===== src/rtl/pre_quant_unpacker.sv =====
// pre_quant_unpacker: streaming dequantizer feeding the PE array.
// Takes 32-bit words holding four uint8 activations (zero point 128), turns
// each byte back into a signed value and scales it by a left shift. Emits one
// DATA_BITS-wide element per cycle under valid/ready flow control, and counts
// elements against a per-tile length.
// Ports:
//   clk, rst              clock, async active-high reset
//   start, len, shift_amt tile start pulse, element count, shift scale
//   in_valid/in_ready/in_data     packed input word stream (lane 0 first)
//   out_valid/out_ready/out_data  dequantized element stream
//   out_last              final element of the tile
//   busy, done            tile in progress, one-cycle completion pulse
module pre_quant_unpacker #(
   parameter int unsigned DATA_BITS = 32,
   parameter int unsigned LEN_BITS  = 16
) (
   input  logic                 clk,
   input  logic                 rst,
   input  logic                 start,
   input  logic [LEN_BITS-1:0]  len,
   input  logic [2:0]           shift_amt,
   input  logic                 in_valid,
   output logic                 in_ready,
   input  logic [31:0]          in_data,
   output logic                 out_valid,
   input  logic                 out_ready,
   output logic [DATA_BITS-1:0] out_data,
   output logic                 out_last,
   output logic                 busy,
   output logic                 done
);

   typedef enum logic [1:0] {StIdle, StRun, StDone} state_e;

   state_e              state_q, state_d;
   logic [31:0]         word_q, word_d;
   logic                word_vld_q, word_vld_d;
   logic [1:0]          lane_q, lane_d;
   logic [LEN_BITS-1:0] remaining_q, remaining_d;
   logic [2:0]          shift_q, shift_d;

   logic                 last_elem;
   logic                 word_finish;
   logic                 out_hs;
   logic                 in_hs;
   logic [7:0]           cur_byte;
   logic [7:0]           sbyte;
   logic [DATA_BITS-1:0] sext;

   always_ff @(posedge clk or posedge rst) begin
      if (rst) begin
         state_q     <= StIdle;
         word_q      <= '0;
         word_vld_q  <= 1'b0;
         lane_q      <= 2'd0;
         remaining_q <= '0;
         shift_q     <= 3'd0;
      end else begin
         state_q     <= state_d;
         word_q      <= word_d;
         word_vld_q  <= word_vld_d;
         lane_q      <= lane_d;
         remaining_q <= remaining_d;
         shift_q     <= shift_d;
      end
   end

   // Byte select, zero-point removal (XOR 0x80), sign extension and scale.
   always_comb begin
      cur_byte = word_q[7:0];
      unique case (lane_q)
         2'd0: cur_byte = word_q[7:0];
         2'd1: cur_byte = word_q[15:8];
         2'd2: cur_byte = word_q[23:16];
         2'd3: cur_byte = word_q[31:24];
         default: cur_byte = word_q[7:0];
      endcase
      sbyte = cur_byte ^ 8'h80;
      sext  = {{(DATA_BITS-8){sbyte[7]}}, sbyte};
   end

   always_comb begin
      last_elem   = (remaining_q == LEN_BITS'(1));
      word_finish = (lane_q == 2'd3) || last_elem;
      out_valid   = word_vld_q;
      out_last    = word_vld_q && last_elem;
      out_data    = word_vld_q ? (sext << shift_q) : '0;
      busy        = (state_q == StRun) || (state_q == StDone);
      done        = (state_q == StDone);
      // Fetch only while the held word cannot cover the remaining elements, and
      // only when the slot is empty or is being vacated this very cycle.
      in_ready    = (state_q == StRun)
                    && (remaining_q > {{(LEN_BITS-1){1'b0}}, word_vld_q})
                    && (!word_vld_q || (out_ready && word_finish));
      out_hs      = out_valid && out_ready;
      in_hs       = in_valid && in_ready;
   end

   always_comb begin
      state_d     = state_q;
      word_d      = word_q;
      word_vld_d  = word_vld_q;
      lane_d      = lane_q;
      remaining_d = remaining_q;
      shift_d     = shift_q;
      unique case (state_q)
         StIdle: begin
            if (start) begin
               remaining_d = len;
               shift_d     = shift_amt;
               state_d     = (len != '0) ? StRun : StDone;
            end
         end
         StRun: begin
            if (out_hs) begin
               remaining_d = remaining_q - LEN_BITS'(1);
               if (word_finish) begin
                  lane_d     = 2'd0;
                  word_vld_d = 1'b0;
               end else begin
                  lane_d = lane_q + 2'd1;
               end
               if (last_elem) state_d = StDone;
            end
            if (in_hs) begin
               word_d     = in_data;
               word_vld_d = 1'b1;
               lane_d     = 2'd0;
            end
         end
         StDone: state_d = StIdle;
         default: state_d = StIdle;
      endcase
   end

endmodule


===== config.mk =====
export PLATFORM = sky130hd
export DESIGN_NAME = pre_quant_unpacker
export DESIGN_NICKNAME = d
export VERILOG_FILES = /design/src/rtl/pre_quant_unpacker.sv
export SDC_FILE = /design/constraint.sdc
export NUM_CORES = 1
export LEC_CHECK = 0
export BUFFER_PORTS_ARGS = -buffer_cell sky130_fd_sc_hd__buf_4
export CORE_MARGIN = 3
export CORE_UTILIZATION = 45
export DETAILED_ROUTE_END_ITERATION = 12
export PLACE_DENSITY_LB_ADDON = 0.25
export SYNTH_ARGS = -nofsm -noshare
export SYNTH_HDL_FRONTEND = slang
export SYNTH_SLANG_ARGS = --single-unit

===== constraint.sdc =====
create_clock -name clk -period 2.8 [get_ports clk]
set_clock_uncertainty 0.15 [all_clocks]
set_input_delay 0.28 -clock clk [delete_from_list [all_inputs] [get_ports clk]]
set_output_delay 0.28 -clock clk [all_outputs]
set_load 0.02 [all_outputs]

# Word level (Yosys, flattened, before mapping)
# Cells that the tools add are included.
classes:
  add_sub_neg: 2
  n_lt_le_gt_ge: 1
  n_eq_ne: 9
  n_shift: 1
  mux: 16
  bitwise: 1
  reduce_logical: 22
op_table:
  columns: ["operator", "count"]
  rows:
  - ["$mux W16", 2]
  - ["$mux W32", 1]
  - ["$pmux W16 S2", 1]
  - ["$pmux W8 S4", 1]
  - ["$shl A32 B3 Y32", 1]
  - ["$eq A16 B1 Y1 const B", 1]
  - ["$gt A16 B1 Y1", 1]
  - ["$reduce_bool A16 Y1", 1]
  - ["$sub A16 B1 Y16 const B", 1]
  - ["$mux W2", 7]
  - ["$reduce_and A3 Y1", 3]
  - ["$eq A2 B2 Y1 const B", 3]
  - ["$logic_and A1 B1 Y1", 6]
  - ["$ne A2 B2 Y1 const B", 3]
  - ["$reduce_and A2 Y1", 3]
  - ["$reduce_bool A2 Y1", 3]
  - ["$eq A2 B1 Y1 const B", 2]
  - ["$logic_not A2 Y1", 2]
  - ["$pmux W2 S2", 1]
  - ["$logic_or A1 B1 Y1", 3]
  - ["$mux W1", 3]
  - ["$add A2 B1 Y2 const B", 1]
  - ["$logic_not A1 Y1", 1]
  - ["$not A1 Y1", 1]
word_totals:
  regBits: 56
  input_bits: 56
  output_inout_bits: 37
  word_cells: 58

# Depth between registers and ports, before layout
# Gate-level depths: netlist (run 1).
logic_depth:
  word_depth: 8
  depth_mapped: 8
  depth_no_buf: 7

# Worst setup path after synthesis (run 1)
# No wires, ideal clock.
synth_path:
  path_type: "register -> register"
  from: "register remaining_q[12]"
  to: "register word_q[15]"
  setup_time_ns: 0.125
  arrival_ns: 2.578
  required_ns: 2.525
  path_slack_ns: -0.054
  stages_incl_launch_ff: 8
  n_path_buf: 2
  synth_period_minus_slack_ns: 2.854
  path_cell_list: "dfrtp_1 or4_4 or4_4 o31ai_2 or3b_1 buf_6 buf_6 mux2_4"
synth_via:
  elab_chain_cells: 7
  word_cells_on_any_way: 9
  cone_classes: "order compare (1); eq/ne (1); reduce/logical (7)"
synth_lines:
  columns: ["element", "line_no", "text"]
  rows:
  - ["start, declared", "39", "logic [LEN_BITS-1:0] remaining_q, remaining_d;"]
  - ["start signal, assigned", "63", "remaining_q <= remaining_d;"]
  - ["parallel branches: the longest is 4 deep, another holds $gt A16 B1 Y1", null, null]
  - ["$logic_and A1 B1 Y1 (*)", "94", "&& (!word_vld_q || (out_ready && word_finish));"]
  - ["$logic_and A1 B1 Y1 (*)", "96", "in_hs = in_valid && in_ready;"]
  - ["$reduce_and A2 Y1 (no line) (*)", null, null]
  - ["end signal, assigned", "60", "word_q <= word_d;"]
  - ["end, declared", "36", "logic [31:0] word_q, word_d;"]
# Mark *: on every way between the ends.
# A chain may end at the register's enable or synchronous reset.

# Worst setup path in the final report (run 1)
layout_path:
  from: "register lane_q[0]"
  to: "output port out_data[5]"
layout_via:
  elab_chain_cells: 5
  word_cells_on_any_way: 8
  cone_classes: "eq/ne (3); shift (1); mux (2); bitwise (1); reduce/logical (1)"
layout_lines:
  columns: ["element", "line_no", "text"]
  rows:
  - ["start, declared", "38", "logic [1:0] lane_q, lane_d;"]
  - ["start signal, assigned", "62", "lane_q <= lane_d;"]
  - ["$eq A2 B2 Y1 (tied with other cells)", "71", "unique case (lane_q)"]
  - ["$pmux W8 S4 (*)", "71", null]
  - ["$not A1 Y1 (no line)", null, null]
  - ["$shl A32 B3 Y32 (*)", "87", "out_data = word_vld_q ? (sext << shift_q) : '0;"]
  - ["$mux W32 (*)", "87", null]
  - ["end, declared", "27", "output logic [DATA_BITS-1:0] out_data,"]
# Every way passes the cells marked *; elsewhere a longest branch is shown, timed or not.

==> results.toml, run 1 <==
[setup_path]
ff2ff_setup_slack_ps = -80
worstPathMaxFanout = 6
r2r_start = "remaining_q[4]"
crit_start = "lane_q[0]"
required_ps = 2370
endpoint_kind = "output port"
cp.arrival_ps = 2490
start_kind = "register"
crit_type = "register to output port"

[placement]
placed_cells = 542
portBuffers = 92
hpwl_um = 6649
dpl-instance-area_um2 = 4397
gp_congestion = 0.9140

[floorplan]
boundaryPins = 93
dieArea_um2 = 9120
die_h_um = 95.50
coreArea_um2 = 7767
rows = 32
initial_core_util = 0.4641
die_w_um = 95.50

[timing]
final-setup-viol-count = 41
holdWs_ps = 39.70
max_slew.worst_pin.slew_ps = 634.8
rsz0062_at_grt = "true"
fmax_ghz = 0.3421
min_period_ps = 2923
setup_slack_ps = -122.8
max_slew_margin = 0.5768
drv_slew = 0
hold_violations = 0
post-route-period-util = 1.044

[cells_and_area]
filler_cell_count = 662
layout.cells.non_filler = 560
seqCellArea_um2 = 1405
final_common_cell = "buf_4"
final_nets = 523
final_cell_mix = "120 x buf_4, 53 x dfrtp_1, 27 x nand2_1, 27 x a21oi_1, 27 x mux2_4"
multi_input_area_um2 = 2011
area_delta_synth_final_pct = 30.96
antennaDiodeCount = 0
fin_util = 0.6078
fin_area_um2 = 4721
drive_above_1_share = 0.4410

[drt]
routedWlPerCell_um = 15.90
detail-route-antenna-nets = 0
drt_iter0_markers = 149
drt-total-wl_um = 8903
drc_errors = 0
routed_via_density = 5.584
via_count = 3127
drt_pre_antenna_iters = 5

[logic_synthesis]
seq_area_frac_synth = 0.3888
synth.top_cell.area_share = 0.3888
synth-edff-count = 0
synth_cell_types = 47
yosys.area.top_type = "dfrtp_1"
async_reset_ff_frac = 1.000
synthCells = 359
syn-num-nets = 425
synth_area_um2 = 3605
yosysWarnings = 0
synth_seq_cells = 56
ys.flop_type = "dfrtp_1"
syn_avg_cell_area_um2 = 10.04
synth_area_leaders = "dfrtp_1 39%, mux2_4 11%, a21oi_1 4.3%, mux2_2 3.7%, buf_4 3.5%"

[grt]
grt_max_degree = 35
track_usage = 0.1939
grt-ovfl-total = 0
antenna_found_initial = 0
grt_pass1_vias = 2810
grt_pass1_wl_um = 13830

[clocking]
cts_buffers = 5
cts_tree = "built"
root_buffer = "clkbuf_8"
cts.sinks = 56
cts_max_level = 2
clk_latency_ps = 310
clk_pin_slew_ps = 100
clockBufferDepth = 2

[power_and_ir_drop]
peakVddDrop_mv = 0.4480
powerDensity_nw_per_um2 = 1374
leakagePower_nw = 2.200

[status]
violations = "negative setup slack"
status = "finished with violations"

[run]
maxCapViolations = 0

[hold_path]
min_from = "in_data[5]"
hp-class = "input port to register"
==> stage by stage <==
| step | setup slack (ps) | TNS (ps) | power, mW |
|---|---|---|---|
| after global placement | -82.09 | -2316 | 5.574 |
| after CTS | -98.59 | -1136 | 6.370 |
| after global routing | -192.4 | -5242 | 6.956 |
| after detailed placement | -122.4 | -3373 | 5.666 |
| final | -122.8 | -2564 | 6.488 |
| after floorplan | -15.35 | -394.2 | 4.494 |
==> worst max-delay path, stage by stage, from the launching register on <==
cell,delay [ps]
dfrtp_2,430
inv_2,70
ha_4,180
buf_6,120
a222oi_1,450
a21oi_1,180
mux2i_1,220
mux2i_1,140
a22o_1,260
buf_6,130
==> flip-flops by register name (all words and copies together) (netlist names) <==
register,count
shift_q,3
out_valid,1
state_q,2
remaining_q,16
lane_q,2
word_q,32
==> final timing paths <==
| kind | to | cells after the start |
|---|---|---|
| setup / recovery | out_data[5] | 9 |
| hold / removal | word_q[5] | 2 |
| setup reg to reg | word_q[18] | 6 |
| max in group asynchronous | remaining_q[1] | 4 |
| hold reg to reg | word_q[30] | 1 |
| min in group asynchronous | word_q[22] | 3 |
==> where the power goes <==
group,internal [mW],switching (mW)
registers,1.22,0.362
clock network,0.179,0.266
logic,2.16,2.30
==> metal layers <==
layer	GRT usage	vias up	share of wire
met5	0	-	0
met1	0.2698	1506	0.44
met3	0.03157	12	0.054
met4	0.05332	0	0.014
li1	-	1503	-
met2	0.3131	106	0.49
==> synthesized netlist by cell type (2+ instances only) <==
cell type,n
nand2_1,27
o21ai_0,17
inv_1,15
dfrtp_1,56
mux2_2,12
ha_1,10
nor4_1,7
mux2_4,27
o22ai_1,12
or4_1,3
nand3_1,13
nor3_1,7
buf_1,2
a21boi_0,2
and3_1,2
buf_6,2
a2bb2oi_1,5
a21o_1,3
mux2i_1,10
or3_1,5
buf_4,17
o22a_1,2
a21oi_1,31
nor2b_1,10
buf_12,2
nand2b_1,3
a222oi_1,8
a22oi_1,2
clkbuf_1,15
nor4b_1,2
o32ai_1,2
or4_4,3
nor2_1,11
==> final cells by class <==
| class | instances | share of cell area |
|---|---|---|
| Multi-Input combinational cell | 250 | 0.4259 |
| Sequential cell | 56 | 0.2976 |
| Timing Repair Buffer | 129 | 0.2187 |
| Tap cell | 102 | 0.02703 |
| Clock buffer | 6 | 0.01537 |
| Inverter | 15 | 0.01193 |
| Clock inverter | 2 | 0.003446 |
==> cells by family (layout without fill, tap and decap cells) <==
family / Yosys count / after routing / synth area share
and+or+nand+nor: 99 / 99 / 0.1468
DFF: 56 / 56 / 0.3888
adders and majority gates: 10 / 10 / 0.03471
buffers and inverters: 53 / 152 / 0.08608
AOI/OAI and AO/OA: 92 / 92 / 0.1659
muxes: 49 / 49 / 0.1777
==> timing repair <==
item	in CTS	in global routing
hold buffers	1	0
buffers inserted	5	2
hold endpoints to repair	21	0
gates resized for setup	26	6
cloned	0	2
endpoints found under the setup margin	62	65
pin swaps	17	9
Power figures use the tool's default switching activity.
==> run 2, diff against run 1 <==
ABC_AREA = 1   (was unset)
CTS_CLUSTER_SIZE = 8   (was unset)
SLEW_MARGIN = 0   (was unset)
==> run 2 against run 1 <==
The flow now finishes without violations. Core utilization fell by 3.4 points. Synthesized area rose by 2.0%. Via count rose by 8.3%. Largest power group unchanged. Synthesized cell count rose by 34%. Cell area fell by 4.6%. Critical endpoint is now out_data[7]. Cell count rose by 18%. Sequential share of layout area rose by 1.4 points. Register-to-register slack improved by 630 ps.
==> results.toml, run 2 <==
[status]
status = "finished, final reports clean"

[cells_and_area]
final_cell_mix = "100 x buf_4, 98 x nand2_1, 56 x dfrtp_1, 48 x nand3_1, 45 x nor2_1"
area_delta_synth_final_pct = 22.46
largest_register = "word_q"
fin_util = 0.5737
filler_cell_count = 757
final_nets = 621
antennaDiodeCount = 0
drive_above_1_share = 0.3040
final_common_cell = "buf_4"
largest_reg_flops = 32
largestRegisters = "word_q: 32 flops, remaining_q: 16 flops, shift_q: 3 flops"
layout.cells.non_filler = 658

[logic_synthesis]
synth_area_leaders = "dfrtp_1 38%, nand2_1 10%, nand3_1 6.5%, nor2_1 4.7%, inv_1 4.6%"
synthCells = 482
synth.top_cell.area_share = 0.3812
synth_common_cells = "98 x nand2_1, 56 x dfrtp_1, 48 x nand3_1"
seq_area_frac_synth = 0.3812
yosysWarnings = 0
syn-num-nets = 548
synth_area_um2 = 3676
async_reset_ff_frac = 1.000
synth_seq_cells = 56
yosys.area.top_type = "dfrtp_1"
syn_avg_cell_area_um2 = 7.627
synth-edff-count = 0
ys.flop_type = "dfrtp_1"
synth_cell_types = 38
yosysMostFrequentCell = "nand2_1"

[timing]
hold_violations = 0
final-setup-viol-count = 0
post-route-period-util = 0.9392
max_slew_margin = 0.6985
min_period_ps = 2630
max_slew.worst_pin.slew_ps = 451.6
drv_slew = 0
holdWs_ps = 35.15
fin_tns_setup_ps = 0
fmax_ghz = 0.3803

[run]
maxCapViolations = 0

[placement]
portBuffers = 92
gp_congestion = 0.8819
hpwl_um = 6978
placed_cells = 649

[hold_path]
holdPathStages = 3
hp-class = "input port to register"
min_from = "in_data[9]"
min_to = "word_q[9]"

[setup_path]
crit_type = "register to output port"
required_ps = 2370
reg2reg_depth = 11
rr_endpoint = "word_q[28]"
cp.arrival_ps = 2200
start_kind = "register"
endpoint_kind = "output port"
r2r_start = "remaining_q[0]"
ff2ff_setup_slack_ps = 550
worstPathMaxFanout = 5

[drt]
via_count = 3385
routedWlPerCell_um = 13.72
drt_pre_antenna_iters = 5
drt-total-wl_um = 9030
detail-route-antenna-nets = 0
drt_iter0_markers = 129
routed_via_density = 5.144
drc_errors = 0

[power_and_ir_drop]
powerDensity_nw_per_um2 = 1313
p_total_mw = 5.911
peakVddDrop_mv = 0.6618
leakagePower_nw = 2.232

[clocking]
root_buffer = "clkbuf_8"
clk_latency_ps = 320
cts_tree = "built"
clk_pin_slew_ps = 110
cts_buffers = 5
clockBufferDepth = 2
cts_max_level = 2
cts.sinks = 56

[floorplan]
die_w_um = 96.38
coreArea_um2 = 7848
die_h_um = 96.38
rows = 32
dieArea_um2 = 9289
initial_core_util = 0.4684
boundaryPins = 93

[grt]
grt_pass1_vias = 3140
grt_max_degree = 34
track_usage = 0.1958
grt_pass1_wl_um = 14350
antenna_found_initial = 0
grt-ovfl-total = 0
run 2: cell count changes after synthesis, moves of 10 or more:
cell      before  now
nor2_2         0   12
nor2_1        11   46
inv_1         15   45
nor2b_1       10    0
a21oi_1       31   19
o21ai_0       17   29
mux2_4        27    0
mux2_2        12    1
buf_2          0   10
clkbuf_1      15    3
a21oi_2        0   17
nand2_1       27   98
mux2i_1       10    0
nand3_1       13   48
run 2: how the worst max path moves through the flow:
stage / start / to / cells after the start
5_1_grt: lane_q[0] / out_data[7] / 9
4_1_cts: lane_q[0] / out_data[7] / 9
6_report: lane_q[0] / out_data[7] / 9
2_1_floorplan: lane_q[0] / out_data[10] / 10
3_3_place_gp: lane_q[0] / out_data[9] / 9
3_5_place_dp: lane_q[0] / out_data[7] / 9
run 2: kinds of logic after synthesis:
logic type               share of synthesized area
XOR/XNOR                                   0.01906
flip-flops                                  0.3812
multiplexers                              0.003063
AND/OR/NAND/NOR                             0.2903
buffers and inverters                       0.1188
adder cells (fa/ha/maj)                    0.03404
AO/OA/AOI/OAI                               0.1535
run 2: area by class of cell:
class                      count  area [um^2]  area share
clock inverter                 3        46.29     0.01028
multi-input combinational    342         1897      0.4213
clock buffer                   5        68.82     0.01529
timing repair buffer         102        780.7      0.1734
tap                          102        127.6     0.02835
sequential                    56         1401      0.3113
inverter                      48        180.2     0.04002
run 2: metal layers:
| layer | track usage | share of wire |
|---|---|---|
| met1 | 0.2531 | 0.42 |
| met2 | 0.3462 | 0.50 |
| met3 | 0.02866 | 0.066 |
| met4 | 0.04439 | 0.0083 |
| met5 | 0 | 0 |
run 2: power by group:
| group | leakage (nW) | internal (mW) | switching [mW] |
|---|---|---|---|
| Sequential | 0.660 | 1.19 | 0.290 |
| Combinational | 1.52 | 1.51 | 2.37 |
| Clock | 0.0548 | 0.270 | 0.286 |
run 2: through the flow:
stage	setup WS [ps]	area, um^2
final	170.3	4502
after CTS	56.00	4446
after floorplan	105.6	3679
after detailed placement	423.0	4320
after global placement	510.4	4320
after global routing	-6.977	4502
run 2: repair_timing:
item	in CTS	in global routing
resized for setup	0	11
hold endpoints to repair	19	0
buffers inserted	0	0
hold buffers	1	0
endpoints found under the setup margin	0	32
run 2: critical path: stages, from the launching register on:
cell and delay, ps:
dfrtp_1 440, inv_1 160, ha_2 250, inv_1 130, o221ai_2 250, nand3_1 130, nand3_1 110, nand2_1 80
o21ai_0 170, buf_4 170
